### config.mk
export PLATFORM = sky130hd
export DESIGN_NAME = mcu_sequencer
export DESIGN_NICKNAME = d
export VERILOG_FILES = /design/src/rtl/mcu_pkg.sv /design/src/rtl/mcu_sequencer_instr_decode.sv /design/src/rtl/mcu_sequencer.sv
export SDC_FILE = /design/constraint.sdc
export NUM_CORES = 1
export LEC_CHECK = 0
export CAP_MARGIN = 20
export CORE_MARGIN = 4
export CORE_UTILIZATION = 38
export CTS_CLUSTER_SIZE = 16
export DETAILED_ROUTE_END_ITERATION = 10
export PLACE_DENSITY = 0.76
export SLEW_MARGIN = 20
export SYNTH_ARGS = -nofsm -noshare
export SYNTH_HDL_FRONTEND = slang
export SYNTH_SLANG_ARGS = --single-unit
### constraint.sdc
create_clock -name clk -period 2.1 [get_ports clk]
set_clock_uncertainty 0.15 [all_clocks]
set_input_delay 0.63 -clock clk [delete_from_list [all_inputs] [get_ports clk]]
set_output_delay 0.63 -clock clk [all_outputs]
set_load 0.03 [all_outputs]
### src/rtl/mcu_pkg.sv
// mcu_pkg: shared definitions for the 12-bit microcontroller sequencer.
// Holds the instruction class and control sub-codes, the instruction
// bit-field positions, the flag indices, the FSM state encoding and the
// ALU mode constants.
package mcu_pkg;

    // Instruction class, taken from instr[11:10]
    typedef enum logic [1:0] {
        CLS_CTRL  = 2'b00,
        CLS_MTYPE = 2'b01,
        CLS_LDI   = 2'b10,
        CLS_HALT  = 2'b11
    } instr_class_t;

    // Control sub-codes, taken from instr[9:8]
    localparam logic [1:0] CTRL_NOP = 2'b00;
    localparam logic [1:0] CTRL_JMP = 2'b01;
    localparam logic [1:0] CTRL_JZ  = 2'b10;
    localparam logic [1:0] CTRL_JC  = 2'b11;

    // Instruction bit-field positions
    localparam int CLASS_HI = 11;
    localparam int CLASS_LO = 10;
    localparam int SUB_HI   = 9;
    localparam int SUB_LO   = 8;
    localparam int MODE_HI  = 9;
    localparam int MODE_LO  = 6;
    localparam int DEST_BIT = 5;
    localparam int ADDR_HI  = 3;
    localparam int ADDR_LO  = 0;
    localparam int IMM_HI   = 7;
    localparam int IMM_LO   = 0;

    // Flag indices within {Z,C,S,O}
    localparam int FLAG_Z = 3;
    localparam int FLAG_C = 2;
    localparam int FLAG_S = 1;
    localparam int FLAG_O = 0;

    // Sequencer FSM states
    typedef enum logic [2:0] {
        ST_FETCH  = 3'd0,
        ST_LOAD   = 3'd1,
        ST_DECODE = 3'd2,
        ST_EXEC   = 3'd3,
        ST_HALT   = 3'd4
    } state_t;

    // ALU mode codes; the sequencer passes these through untouched
    localparam logic [3:0] ALU_ADD = 4'b0000;
    localparam logic [3:0] ALU_SUB = 4'b0001;
    localparam logic [3:0] ALU_AND = 4'b0100;
    localparam logic [3:0] ALU_OR  = 4'b0101;
    localparam logic [3:0] ALU_XOR = 4'b0110;

    // Extract the instruction class from an instruction word
    function automatic instr_class_t get_class(input logic [11:0] instr);
        return instr_class_t'(instr[CLASS_HI:CLASS_LO]);
    endfunction

endpackage

### src/rtl/mcu_sequencer_instr_decode.sv
// instr_decode: combinational instruction decoder for mcu_sequencer.
// Ports:
//   ir         in   12  registered instruction word
//   flag_z     in   1   current Z flag
//   flag_c     in   1   current C flag
//   iclass     out  2   instruction class (instr_class_t encoding)
//   jump_taken out  1   control instruction loads PC with its target
//   mode       out  4   ALU mode field
//   dest       out  1   M-type destination (0 = ACC, 1 = DMEM)
//   addr       out  4   M-type data memory address
//   imm        out  8   immediate / jump target field
module instr_decode
    import mcu_pkg::*;
(
    input  logic [11:0] ir,
    input  logic        flag_z,
    input  logic        flag_c,
    output logic [1:0]  iclass,
    output logic        jump_taken,
    output logic [3:0]  mode,
    output logic        dest,
    output logic [3:0]  addr,
    output logic [7:0]  imm
);

    assign iclass = get_class(ir);
    assign mode   = ir[MODE_HI:MODE_LO];
    assign dest   = ir[DEST_BIT];
    assign addr   = ir[ADDR_HI:ADDR_LO];
    assign imm    = ir[IMM_HI:IMM_LO];

    // Only control instructions can redirect the PC; NOP never does
    always_comb begin
        jump_taken = 1'b0;
        if (iclass == CLS_CTRL) begin
            case (ir[SUB_HI:SUB_LO])
                CTRL_JMP: jump_taken = 1'b1;
                CTRL_JZ:  jump_taken = flag_z;
                CTRL_JC:  jump_taken = flag_c;
                default:  jump_taken = 1'b0;
            endcase
        end
    end

endmodule

### src/rtl/mcu_sequencer.sv
// mcu_sequencer: fetch/decode/execute sequencer for the 12-bit
// microcontroller, issuing side of the combinational ALU.
// Ports:
//   clk, rst_n         clock (rising edge), async active-low reset
//   hold               freezes every register and the FSM while high
//   pmem_addr/rdata    program memory, synchronous read, 1-cycle latency
//   dmem_addr/rdata    data memory read port, 1-cycle latency
//   dmem_wdata/we      data memory write port, single-cycle strobe
//   alu_en/mode        ALU enable and mode (instr[9:6])
//   alu_op1/op2        accumulator and data memory operand
//   alu_cflags         current flags {Z,C,S,O}
//   alu_result/flags   ALU result and resulting flags
//   acc                accumulator, for observation
//   halted             high once HALT has executed
module mcu_sequencer
    import mcu_pkg::*;
#(
    parameter int              PC_W     = 8,
    parameter int              DATA_W   = 8,
    parameter int              DADDR_W  = 4,
    parameter logic [PC_W-1:0] RESET_PC = '0
) (
    input  logic               clk,
    input  logic               rst_n,
    input  logic               hold,
    output logic [PC_W-1:0]    pmem_addr,
    input  logic [11:0]        pmem_rdata,
    output logic [DADDR_W-1:0] dmem_addr,
    input  logic [DATA_W-1:0]  dmem_rdata,
    output logic [DATA_W-1:0]  dmem_wdata,
    output logic               dmem_we,
    output logic               alu_en,
    output logic [3:0]         alu_mode,
    output logic [DATA_W-1:0]  alu_op1,
    output logic [DATA_W-1:0]  alu_op2,
    output logic [3:0]         alu_cflags,
    input  logic [DATA_W-1:0]  alu_result,
    input  logic [3:0]         alu_flags,
    output logic [DATA_W-1:0]  acc,
    output logic               halted
);

    localparam logic [PC_W-1:0] PC_ONE = 1;

    state_t            state;
    state_t            state_next;
    logic [PC_W-1:0]   pc;
    logic [11:0]       ir;
    logic [3:0]        flags;

    logic [1:0]        dec_class;
    logic              dec_jump;
    logic [3:0]        dec_mode;
    logic              dec_dest;
    logic [3:0]        dec_addr;
    logic [7:0]        dec_imm;

    instr_decode u_decode (
        .ir         (ir),
        .flag_z     (flags[FLAG_Z]),
        .flag_c     (flags[FLAG_C]),
        .iclass     (dec_class),
        .jump_taken (dec_jump),
        .mode       (dec_mode),
        .dest       (dec_dest),
        .addr       (dec_addr),
        .imm        (dec_imm)
    );

    // Next state: hold keeps the current state so it re-executes in full
    always_comb begin
        state_next = state;
        if (!hold) begin
            case (state)
                ST_FETCH:  state_next = ST_LOAD;
                ST_LOAD:   state_next = ST_DECODE;
                ST_DECODE: begin
                    case (dec_class)
                        CLS_MTYPE: state_next = ST_EXEC;
                        CLS_HALT:  state_next = ST_HALT;
                        default:   state_next = ST_FETCH;
                    endcase
                end
                ST_EXEC:   state_next = ST_FETCH;
                ST_HALT:   state_next = ST_HALT;
                default:   state_next = ST_FETCH;
            endcase
        end
    end

    // Memory and ALU drives decode from the registered state and IR; the
    // strobes are masked by hold so a frozen EXEC commits nothing
    always_comb begin
        pmem_addr  = pc;
        dmem_addr  = '0;
        dmem_wdata = '0;
        dmem_we    = 1'b0;
        alu_en     = 1'b0;
        alu_mode   = '0;
        alu_op2    = '0;
        case (state)
            ST_DECODE: begin
                if (dec_class == CLS_MTYPE) begin
                    dmem_addr = DADDR_W'(dec_addr);
                end
            end
            ST_EXEC: begin
                dmem_addr = DADDR_W'(dec_addr);
                alu_mode  = dec_mode;
                alu_op2   = dmem_rdata;
                alu_en    = !hold;
                if (dec_dest) begin
                    dmem_we    = !hold;
                    dmem_wdata = alu_result;
                end
            end
            default: ;
        endcase
    end

    assign alu_op1    = acc;
    assign alu_cflags = flags;
    assign halted     = (state == ST_HALT);

    // State register
    always_ff @(posedge clk or negedge rst_n) begin
        if (!rst_n) begin
            state <= ST_FETCH;
        end else begin
            state <= state_next;
        end
    end

    // Architectural registers; jump targets override the PC that LOAD
    // already incremented
    always_ff @(posedge clk or negedge rst_n) begin
        if (!rst_n) begin
            pc    <= RESET_PC;
            ir    <= '0;
            acc   <= '0;
            flags <= '0;
        end else if (!hold) begin
            case (state)
                ST_LOAD: begin
                    ir <= pmem_rdata;
                    pc <= pc + PC_ONE;
                end
                ST_DECODE: begin
                    if (dec_class == CLS_CTRL && dec_jump) begin
                        pc <= PC_W'(dec_imm);
                    end else if (dec_class == CLS_LDI) begin
                        acc <= DATA_W'(dec_imm);
                    end
                end
                ST_EXEC: begin
                    flags <= alu_flags;
                    if (!dec_dest) begin
                        acc <= alu_result;
                    end
                end
                default: ;
            endcase
        end
    end

endmodule

# After elaboration in Yosys (flattened, before gate mapping)

Cells that the tools add are included.

Multiplexer cells: 19
$add $sub $neg: 1
Bitwise logic cells: 1
Equality and inequality tests: 14
Reductions and logical operators: 10

Operators with widths:

| cell                  | number |
|---|---|
| $mux W8               | 7 |
| $pmux W8 S2           | 2 |
| $pmux W3 S4           | 1 |
| $add A8 B1 Y8 const B | 1 |
| $eq A2 B2 Y1 const B  | 4 |
| $mux W4               | 2 |
| $ne A2 B2 Y1 const B  | 4 |
| $pmux W4 S2           | 1 |
| $eq A3 B2 Y1 const B  | 2 |
| $pmux W3 S2           | 1 |
| $reduce_and A5 Y1     | 1 |
| $eq A2 B1 Y1 const B  | 2 |
| $mux W1               | 4 |
| $reduce_and A2 Y1     | 2 |
| $reduce_bool A2 Y1    | 2 |
| $eq A3 B1 Y1 const B  | 1 |
| $eq A3 B3 Y1 const B  | 1 |
| $logic_not A3 Y1      | 1 |
| $pmux W1 S3           | 1 |
| $reduce_and A3 Y1     | 1 |
| $logic_not A2 Y1      | 1 |
| $logic_and A1 B1 Y1   | 1 |
| $logic_not A1 Y1      | 1 |
| $not A1 Y1            | 1 |

Logic and storage cells: 50
Output and inout bits: 55
Flip-flop bits (word level): 35

# Longest topological paths before layout

Depth in word-level cells: 6
Mapped depth: 7
Gate-level depth less buffers: 5

# Hierarchy

From an unflattened synthesis, not the netlist that was laid out.

Cells, all modules: 233
Area total of the unflattened synthesis: 2132.0 um^2

By module, submodules not included:

| module        | cells an instance | times used | seq. area each (um^2) | area an instance (um^2) |
|---|---|---|---|---|
| mcu_sequencer | 211               | 1          | 875.8                 | 1963.1 |
| instr_decode  | 22                | 1          | 0.0                   | 168.9 |

# Least setup slack after synthesis

No wires, ideal clock.

Path kind: register to output
Start: reg state[0]
End: out dmem_addr[0]
Slack: -284 ps
Arrival time: 1604 ps
Path buffers: 3
Cell stages (with the launch flop): 7
Path through: dfrtp_1 -> buf_6 -> or3b_1 -> buf_2 -> buf_6 -> o21bai_1 -> and2_1

Cells in the longest elaborated chain, start to end: 2
Elaborated cells between the ends (all ways): 3

Ends and longest elaborated chain:

| item                   | line                 | RTL |
|---|---|---|
| start, declared        | mcu_sequencer.sv:45  | `state_t state;` |
| start signal, assigned | mcu_sequencer.sv:130 | `state <= state_next;` |
| $eq A3 B2 Y1           | mcu_sequencer.sv:101 | `case (state)` |
| $pmux W4 S2 (*)        | mcu_sequencer.sv:101 |  |
| end, declared          | mcu_sequencer.sv:28  | `output logic [DADDR_W-1:0] dmem_addr,` |

Mark *: on every way between the ends. The rest lies on a longest branch, timed or not.

# Worst setup path in the final report

Ends and elaborated chain as after synthesis.

==> reports/metrics.yaml <==
grt:
  grtUsageTotal_pct: 19.59
  antenna_found_initial: 0
  grt_pass1_wl_microns: 10030
  grt_max_degree: 27
  grt-ovfl-total: 0
  grt_pass1_vias: 2007
logic_synthesis:
  synth.yosys.seq_area_share_pct: 42.63
  synth_edf_count: 0
  syn_nets: 261
  synth_area_leaders: "dfrtp_1 43%, nand2_1 9.5%, and3_1 6.7%"
  yosysWarnings: 0
  synth_top_area_cell: "dfrtp_1"
  synth_most_common_cell: "nand2_1"
  synth_common_cells: "52 x nand2_1, 35 x dfrtp_1, 22 x and3_1"
  ys_ff_latch: 35
  synth_cell_types: 41
  async_flop_share_pct: 100.0
  synth_cells: 225
  syn_area_sq_um: 2054
  synth_ff_type: "dfrtp_1"
  syn_area_per_cell_sq_um: 9.131
  synth_top_area_share_pct: 42.63
clock_tree:
  cts_buffers: 5
  htreeDepth: 2
  cts-root-buf: "clkbuf_8"
  cts_buffer_depth: 2
  tritoncts: "done"
  insertion_delay_ns: 0.29
  clkTransAtPathRegs_ns: 0.08
  hold_buffers: 0
  cts.sinks: 35
placement:
  dpl.cell_count: 390
  port_buffers: 89
  gp_congestion: 0.8680
  dpl_worst_slack_ns: -0.2512
  hpwl_microns: 4524
detailed_routing:
  drt_iter0_markers: 146
  drc_errors: 0
  routed-via-count: 2050
  dr.pass1.iters: 4
  drt-total-wl_microns: 6364
  wire_per_inst_microns: 15.60
  vias_per_cell: 5.025
  antenna_left: 0
cells_and_area:
  finalNonFillerCells: 408
  final_core_util_pct: 66.74
  drive_above_1_share_pct: 34.91
  area_delta_synth_final_pct: 68.03
  antennaDiodeCount: 0
  nFillCells: 405
  nNetsFinal: 373
floorplanning:
  dieArea_sq_um: 6647
  num_rows: 26
  start_util_pct: 39.72
  die_x_microns: 81.53
  core_sq_um: 5172
  ioPinCount: 90
  die_h_microns: 81.53
critical_path:
  critPathArrivalTime_ns: 1.62
  worst_ep_required_time_ns: 1.32
  crit_type: "register to output port"
  max_stage_delay_ns: 0.42
  crit_path_start_kind: "register"
  path_cells: "buf_6 > nor2b_4 > and2_4 > o21bai_4 > and2_4 > buf_6"
  critPathCaptureType: "output port"
  path_max_fanout: 4
  critPathSlowestCell: "dfrtp_1"
sta:
  tightestPinTransition_ns: 0.6201
  setup_ws_ns: -0.2961
  tns_ns: -5.279
  holdWs_ns: 0.1993
  final-hold-violation-count: 0
  finalSetupViolations: 26
  slew-limit-headroom_pct: 58.66
  fin_crit_ns: 2.396
  timing.final.crit_share_pct: 114.1
  maxSlewViolCount: 0
  rsz0062_at_grt: "yes"
  fmaxAchievable_mhz: 417.3
status:
  failed_checks: "setup timing"
  status: "complete, but fails checks"
power_and_ir_drop:
  power_frac_clock_pct: 12.8
  ir_worst_vdd_mv: 0.6977
  switchingPower_uw: 2188
  seq_power_share_pct: 27.1
  power_frac_comb_pct: 60.1
  p_leak_uw: 0.001667
  swShare_pct: 45.44
  pwr_density_cell_nw_per_um2: 1395
  intPower_uw: 2627
hold_path:
  hp-class: "primary input to asynchronous set/reset pin"
flow_run:
  maxCapViolations: 0
[cells by family after synthesis]
group / synth area share [%]
adders and majority gates: 0.6089
buffers and inverters: 8.770
muxes: 6.821
DFF: 42.63
and+or+nand+nor: 28.26
AOI/OAI and AO/OA: 12.91
[final timing paths]
| kind | depth (start not counted) | start | slack, ns | endpoint |
|---|---|---|---|---|
| setup / recovery | 6 | state[0] | -0.30 | dmem_addr[0] |
| hold / removal | 1 | rst_n | 0.20 | acc[0] |
| setup reg to reg | 8 | state[0] | 0.16 | alu_cflags[1] |
| hold reg to reg | 2 | acc[1] | 0.37 | acc[1] |
| max in group asynchronous | 2 | rst_n | 0.99 | ir[0] |
| min in group clk | 2 | acc[1] | 0.37 | acc[1] |
[stage by stage]
step	total power (uW)	instance area (sq um)
2_1_floorplan	3092	2128
3_3_place_gp	4033	3098
3_5_place_dp	4077	3098
4_1_cts	4692	3349
5_1_grt	5138	3452
6_report	4814	3452
[state kept, by name (all words and copies together), names as in the netlist]
name and cells:
ir 12, acc 8, pmem_addr 8, alu_cflags 4, state 3
[cell usage in the layout (no fill, tap or decap), types with 2 or more instances in the layout]
cell type / count
nand3_1: 2
o21ai_0: 3
buf_6: 32
clkdlybuf4s50_1: 32
a31oi_1: 5
clkbuf_8: 5
mux2_4: 4
nor2b_4: 2
dfrtp_1: 34
a21oi_1: 9
o22a_1: 7
and3_1: 3
and2_4: 8
inv_1: 2
buf_4: 35
and3_4: 19
nor2_1: 9
nor2b_1: 3
dlygate4sd2_1: 29
nand2_1: 52
o21ai_1: 8
mux2i_1: 8
[repair_timing]
action,4_1_cts,5_1_grt
setup buffers,7,5
resized for setup,67,15
gates cloned,0,1
setup endpoints to repair,55,41
pin swaps,3,7
[power by group through the flow]
| stage | logic, uW | registers, uW | clock network, uW |
|---|---|---|---|
| after floorplan | 1530 | 1560 | 0 |
| after global routing | 3120 | 1350 | 665 |
| after detailed placement | 2760 | 1320 | 0 |
| after global placement | 2730 | 1310 | 0 |
| after CTS | 2770 | 1290 | 627 |
| final | 2900 | 1300 | 615 |
[worst max-delay path: cells and delay by family, from the launching register on]
family | cells | cell delay [ns]
DFF | 1 | 0.42
buffers and inverters | 2 | 0.26
and+or+nand+nor | 3 | 0.46
AOI/OAI and AO/OA | 1 | 0.18
[area by class of cell]
type	count	area, sq um	share of cell area [%]
Timing Repair Buffer	130	1222	35.41
Multi-Input combinational cell	163	1145	33.16
Sequential cell	35	877.1	25.41
Tap cell	70	87.58	2.537
Clock buffer	5	68.82	1.993
Clock inverter	3	43.79	1.269
Inverter	2	7.507	0.2175
[per-layer routing]
metal	part of all wire [%]	vias to the layer above	GRT usage, %
li1	-	991	-
met1	42	961	24.95
met2	49	90	32.98
met3	7.8	8	4.496
met4	1.2	0	5.912
met5	0	-	0
(Power assumes the default switching activity.)
==> RTL edit 1 (same settings) <==
The 5 states of `state_t` get a one-hot encoding in 5 bits.
--- a/src/rtl/mcu_pkg.sv
+++ b/src/rtl/mcu_pkg.sv
@@ -38,12 +38,12 @@
     localparam int FLAG_O = 0;
 
     // Sequencer FSM states
-    typedef enum logic [2:0] {
-        ST_FETCH  = 3'd0,
-        ST_LOAD   = 3'd1,
-        ST_DECODE = 3'd2,
-        ST_EXEC   = 3'd3,
-        ST_HALT   = 3'd4
+    typedef enum logic [4:0] {
+        ST_FETCH  = 5'b00001,
+        ST_LOAD   = 5'b00010,
+        ST_DECODE = 5'b00100,
+        ST_EXEC   = 5'b01000,
+        ST_HALT   = 5'b10000
     } state_t;
 
     // ALU mode codes; the sequencer passes these through untouched
Behaviour: no difference found for any inputs over 10 cycles, from zero or initial values and one cycle with rst_n low; not proved beyond that.
==> RTL edit 1 against the unedited design <==
Worst setup slack worse by 25 ps; total power is 15% lower; clock power is 14% lower; wire length is 7.7% higher; the run still ends with negative setup slack left; synthesized area is 6.2% higher; sequential cell count is 2 higher; fmax is 1.0% lower; non-clock buffer count is 1 higher; via count is 0.93% higher; final area is 3.7% higher.
==> RTL edit 1: results <==
synthesis:
  synth_nets: 237
  synth-compound-area-share_pct: 13.4
  synthMuxAreaShare_pct: 17.4
  post_synthesis_area_per_instance_um2: 10.9
  synthDistinctLibCells: 51
  synth-seq-area-share_pct: 42.5
  synth_fa_ha_area_share_pct: 0.573
placed_design:
  dp_cells: 375
  detailedPlacementHpwl_um: 4920
  global_placer_s_final_weighted_congestion: 0.824
  placedInstanceArea_mm2: 0.00326
  pre_cts_slack_ps: -227
cells_and_area:
  drive_gt1_share_pct: 46.4
  nonClockBufferCount: 131
  fillCellCount: 460
  num-nets-final: 356
  post-route-util_pct: 64.6
  multiInputCombCellCount: 142
  data_buffer_area_share_pct: 34.0
  final_cells: 393
  clock_cell_area_share_pct: 2.69
global_routing:
  grt_start_max_net_pins: 38
  globalRouteMet3Util_pct: 4.94
  groute.layer.met2.usage_pct: 33.4
  groute.layer.met1.usage_pct: 24.2
  global_route_wire_length_before_repair_um: 10900
setup_path:
  critical_path.max_stage_delay_ps: 450
  worstReg2RegStart: "state[1]"
  regToRegEndpoint: "acc[4]"
  critPathArrivalTime_ps: 1640
floorplanning:
  floorplan.rows: 27
route:
  routed-wl-met3_um: 448
  wl_met2_um: 3460
  wire_per_inst_um: 17.4
  met1Wirelength_um: 2870
  initialDrtViolationCount: 57
timing:
  finalSetupViolCount: 27
  fin_setup_tns_ps: -6180
  worst_slack_ps: -321
  maxSlewHeadroom_pct: 77.9
pwr:
  max-vdd-ir-drop_mv: 0.785
  leakagePower_nw: 1.68
run_status:
  run_status: "finished, violations left"
  violated_checks: "negative setup slack"
clock_network:
  cts_repair_resize_count: 62
==> RTL edit 1: changes by cell type after synthesis, sizes merged, moves of 4 or more <==
cell | unedited run | this run
nand2 | 52 | 12
mux2 | 4 | 32
o22a | 7 | 0
a2bb2oi | 0 | 6
mux2i | 8 | 2
a21oi | 9 | 4
nand3 | 2 | 7
o21ai | 11 | 6
a211oi | 1 | 5
buf | 18 | 14
nor2 | 10 | 6
==> RTL edit 1: worst min-delay path by stage <==
stage,start,end,slack (ps),depth (start not counted)
2_1_floorplan,rst_n,acc[0],180,0
3_3_place_gp,alu_cflags[0],alu_cflags[0],340,1
3_5_place_dp,alu_cflags[0],alu_cflags[0],370,1
4_1_cts,rst_n,ir[10],150,2
5_1_grt,rst_n,alu_cflags[2],160,2
6_report,rst_n,state[4],140,2
==> RTL edit 1: power by group <==
part,switching (mW),leakage (nW),internal [mW]
combinational,1.14,1.17,1.01
clock,0.265,0.0512,0.266
sequential,0.376,0.458,1.02
==> RTL edit 2 (same settings) <==
Made on the original files. Change the parameter `DATA_W` from 8 to 6.
--- a/src/rtl/mcu_sequencer.sv
+++ b/src/rtl/mcu_sequencer.sv
@@ -16,7 +16,7 @@
     import mcu_pkg::*;
 #(
     parameter int              PC_W     = 8,
-    parameter int              DATA_W   = 8,
+    parameter int              DATA_W   = 6,
     parameter int              DADDR_W  = 4,
     parameter logic [PC_W-1:0] RESET_PC = '0
 ) (
Interface: changed (6 resized); port bits go from 90 to 78. The function was not compared with the original's and may differ.
==> RTL edit 2 against the unedited design <==
The run still ends with negative setup slack left; final area is 6.7% lower; worst setup slack gained 37 ps; wire length down 14%; total power is 6.0% lower; sequential power fell by 7%; critical path depth down 2; fmax increased by 1.6%; synthesized area decreased by 6.0%; global-route usage decreased by 1.2 points; core utilization increased by 0.092 points; non-clock buffer count down 12; sequential cell count fell by 2; largest cell class unchanged; highest routed layer unchanged.
==> RTL edit 2: results <==
run_status:
  run_status: "finished, violations left"
  violated_checks: "negative setup slack"
route:
  initialDrtViolationCount: 90
  wire_per_inst_um: 15.3
  vias: 1825
  via_per_inst: 5.07
  drt_pre_antenna_iters: 4
setup_path:
  reg2reg_setup_slack_ps: 130
  cp_slowest_cell: "sky130_fd_sc_hd__or3b_4"
  crit_family: "simple AND/OR/NAND/NOR gates"
  timing.reg2reg.worst_path_depth: 6
  crit_fanout: 4
  worstReg2RegStart: "state[2]"
  critPathArrivalTime_ps: 1580
  regToRegEndpoint: "ir[5]"
  crit_path_end: "dmem_addr[1]"
flow_run:
  cap_violations: 0
synthesis:
  synthDistinctLibCells: 48
  synth_fa_ha_area_share_pct: 0.648
  post_synthesis_area_per_instance_um2: 10.2
  synthMuxAreaShare_pct: 10.8
  synth_commonest_cells: "33 x sky130_fd_sc_hd__dfrtp_1, 18 x sky130_fd_sc_hd__and2_1, 14 x sky130_fd_sc_hd__mux2_1"
  synth_nets: 222
  synth-seq-area-share_pct: 42.7
  synth-compound-area-share_pct: 15.3
  synth_area_leaders: "sky130_fd_sc_hd__dfrtp_1 43%, sky130_fd_sc_hd__mux2_1 8.2%, sky130_fd_sc_hd__and2_1 5.8%"
  synth_xor_xnor_area_share_pct: 0.453
global_routing:
  global_route_wire_length_before_repair_um: 8940
  globalRouteMet3Util_pct: 4.42
  groute.layer.met2.usage_pct: 31.1
  groute.layer.met1.usage_pct: 22.6
  grt_start_max_net_pins: 34
  track_usage_pct: 18.4
pwr:
  max-vdd-ir-drop_mv: 0.678
  clock_power_share_pct: 12.8
  power_combinational_mw: 2.74
  leakagePower_nw: 1.53
  p_int_mw: 2.54
placed_design:
  dp_cells: 346
  pre_cts_slack_ps: -318
  io_buffer_count: 77
  global_placer_s_final_weighted_congestion: 0.809
  placedInstanceArea_mm2: 0.00292
  detailedPlacementHpwl_um: 4010
hold_path:
  worst_min_path_class: "flip-flop to flip-flop"
  worstHoldEndpoint: "alu_cflags[1]"
timing:
  worst_slack_ps: -259
  worst_pin_slew_ps: 480
  finalSetupViolCount: 23
clock_network:
  cts_inserted_buffers: 5
  cts-root-to-sink-buffers: 2
cells_and_area:
  fillCellCount: 394
  drive_gt1_share_pct: 35.2
  num-nets-final: 325
## RTL edit 2: cell count changes after synthesis, moves of 6 or more
cell	delta
sky130_fd_sc_hd__and2_1	+10
sky130_fd_sc_hd__nand2_1	-39
sky130_fd_sc_hd__o22a_1	-6
sky130_fd_sc_hd__and3_1	-12
sky130_fd_sc_hd__mux2_1	+14
## RTL edit 2: layout make-up
type	count	area share, %
timing repair buffer	118	35.3
sequential	33	25.7
clock buffer	5	2.14
clock inverter	2	1.09
multi-input combinational	131	32.8
inverter	4	0.466
tap	67	2.60
## RTL edit 2: worst register-to-register path, delay by kind of cell, from the launching register on
family                 cells  cell delay, ps
muxes                      1             330
buffers and inverters      4             610
and+or+nand+nor            1             360
DFF                        1             400
## RTL edit 2: what timing repair did
item / 4_1_cts / 5_1_grt
setup endpoints to repair: 47 / 25
cloned: 1 / 0
setup buffers: 4 / 3
resized for setup: 71 / 7
pin swaps: 9 / 3
## RTL edit 2: metrics by stage
stage                     hold slack (ps)  total power, mW  utilization [%]  setup TNS, ps
final                                 335             4.53             66.8          -3470
after global routing                  365             4.83             66.8          -4740
after CTS                             348             4.51             65.9          -3480
after detailed placement              330             3.86             60.6          -6430
after global placement                323             3.79             60.6          -5700
after floorplan                       184             2.88                -          -62.8
## RTL edit 2: per-layer routing
metal	vias up	part of all wire [%]
li1	890	-
met4	0	1.9
met5	-	0
met2	58	49
met3	10	5.7
met1	867	43
## RTL edit 2: logic make-up after synthesis
group	after synthesis
AND/OR/NAND/NOR	69
adder cells (fa/ha/maj)	1
XOR/XNOR	1
multiplexers	19
flip-flops	33
buffers and inverters	26
AO/OA/AOI/OAI	41
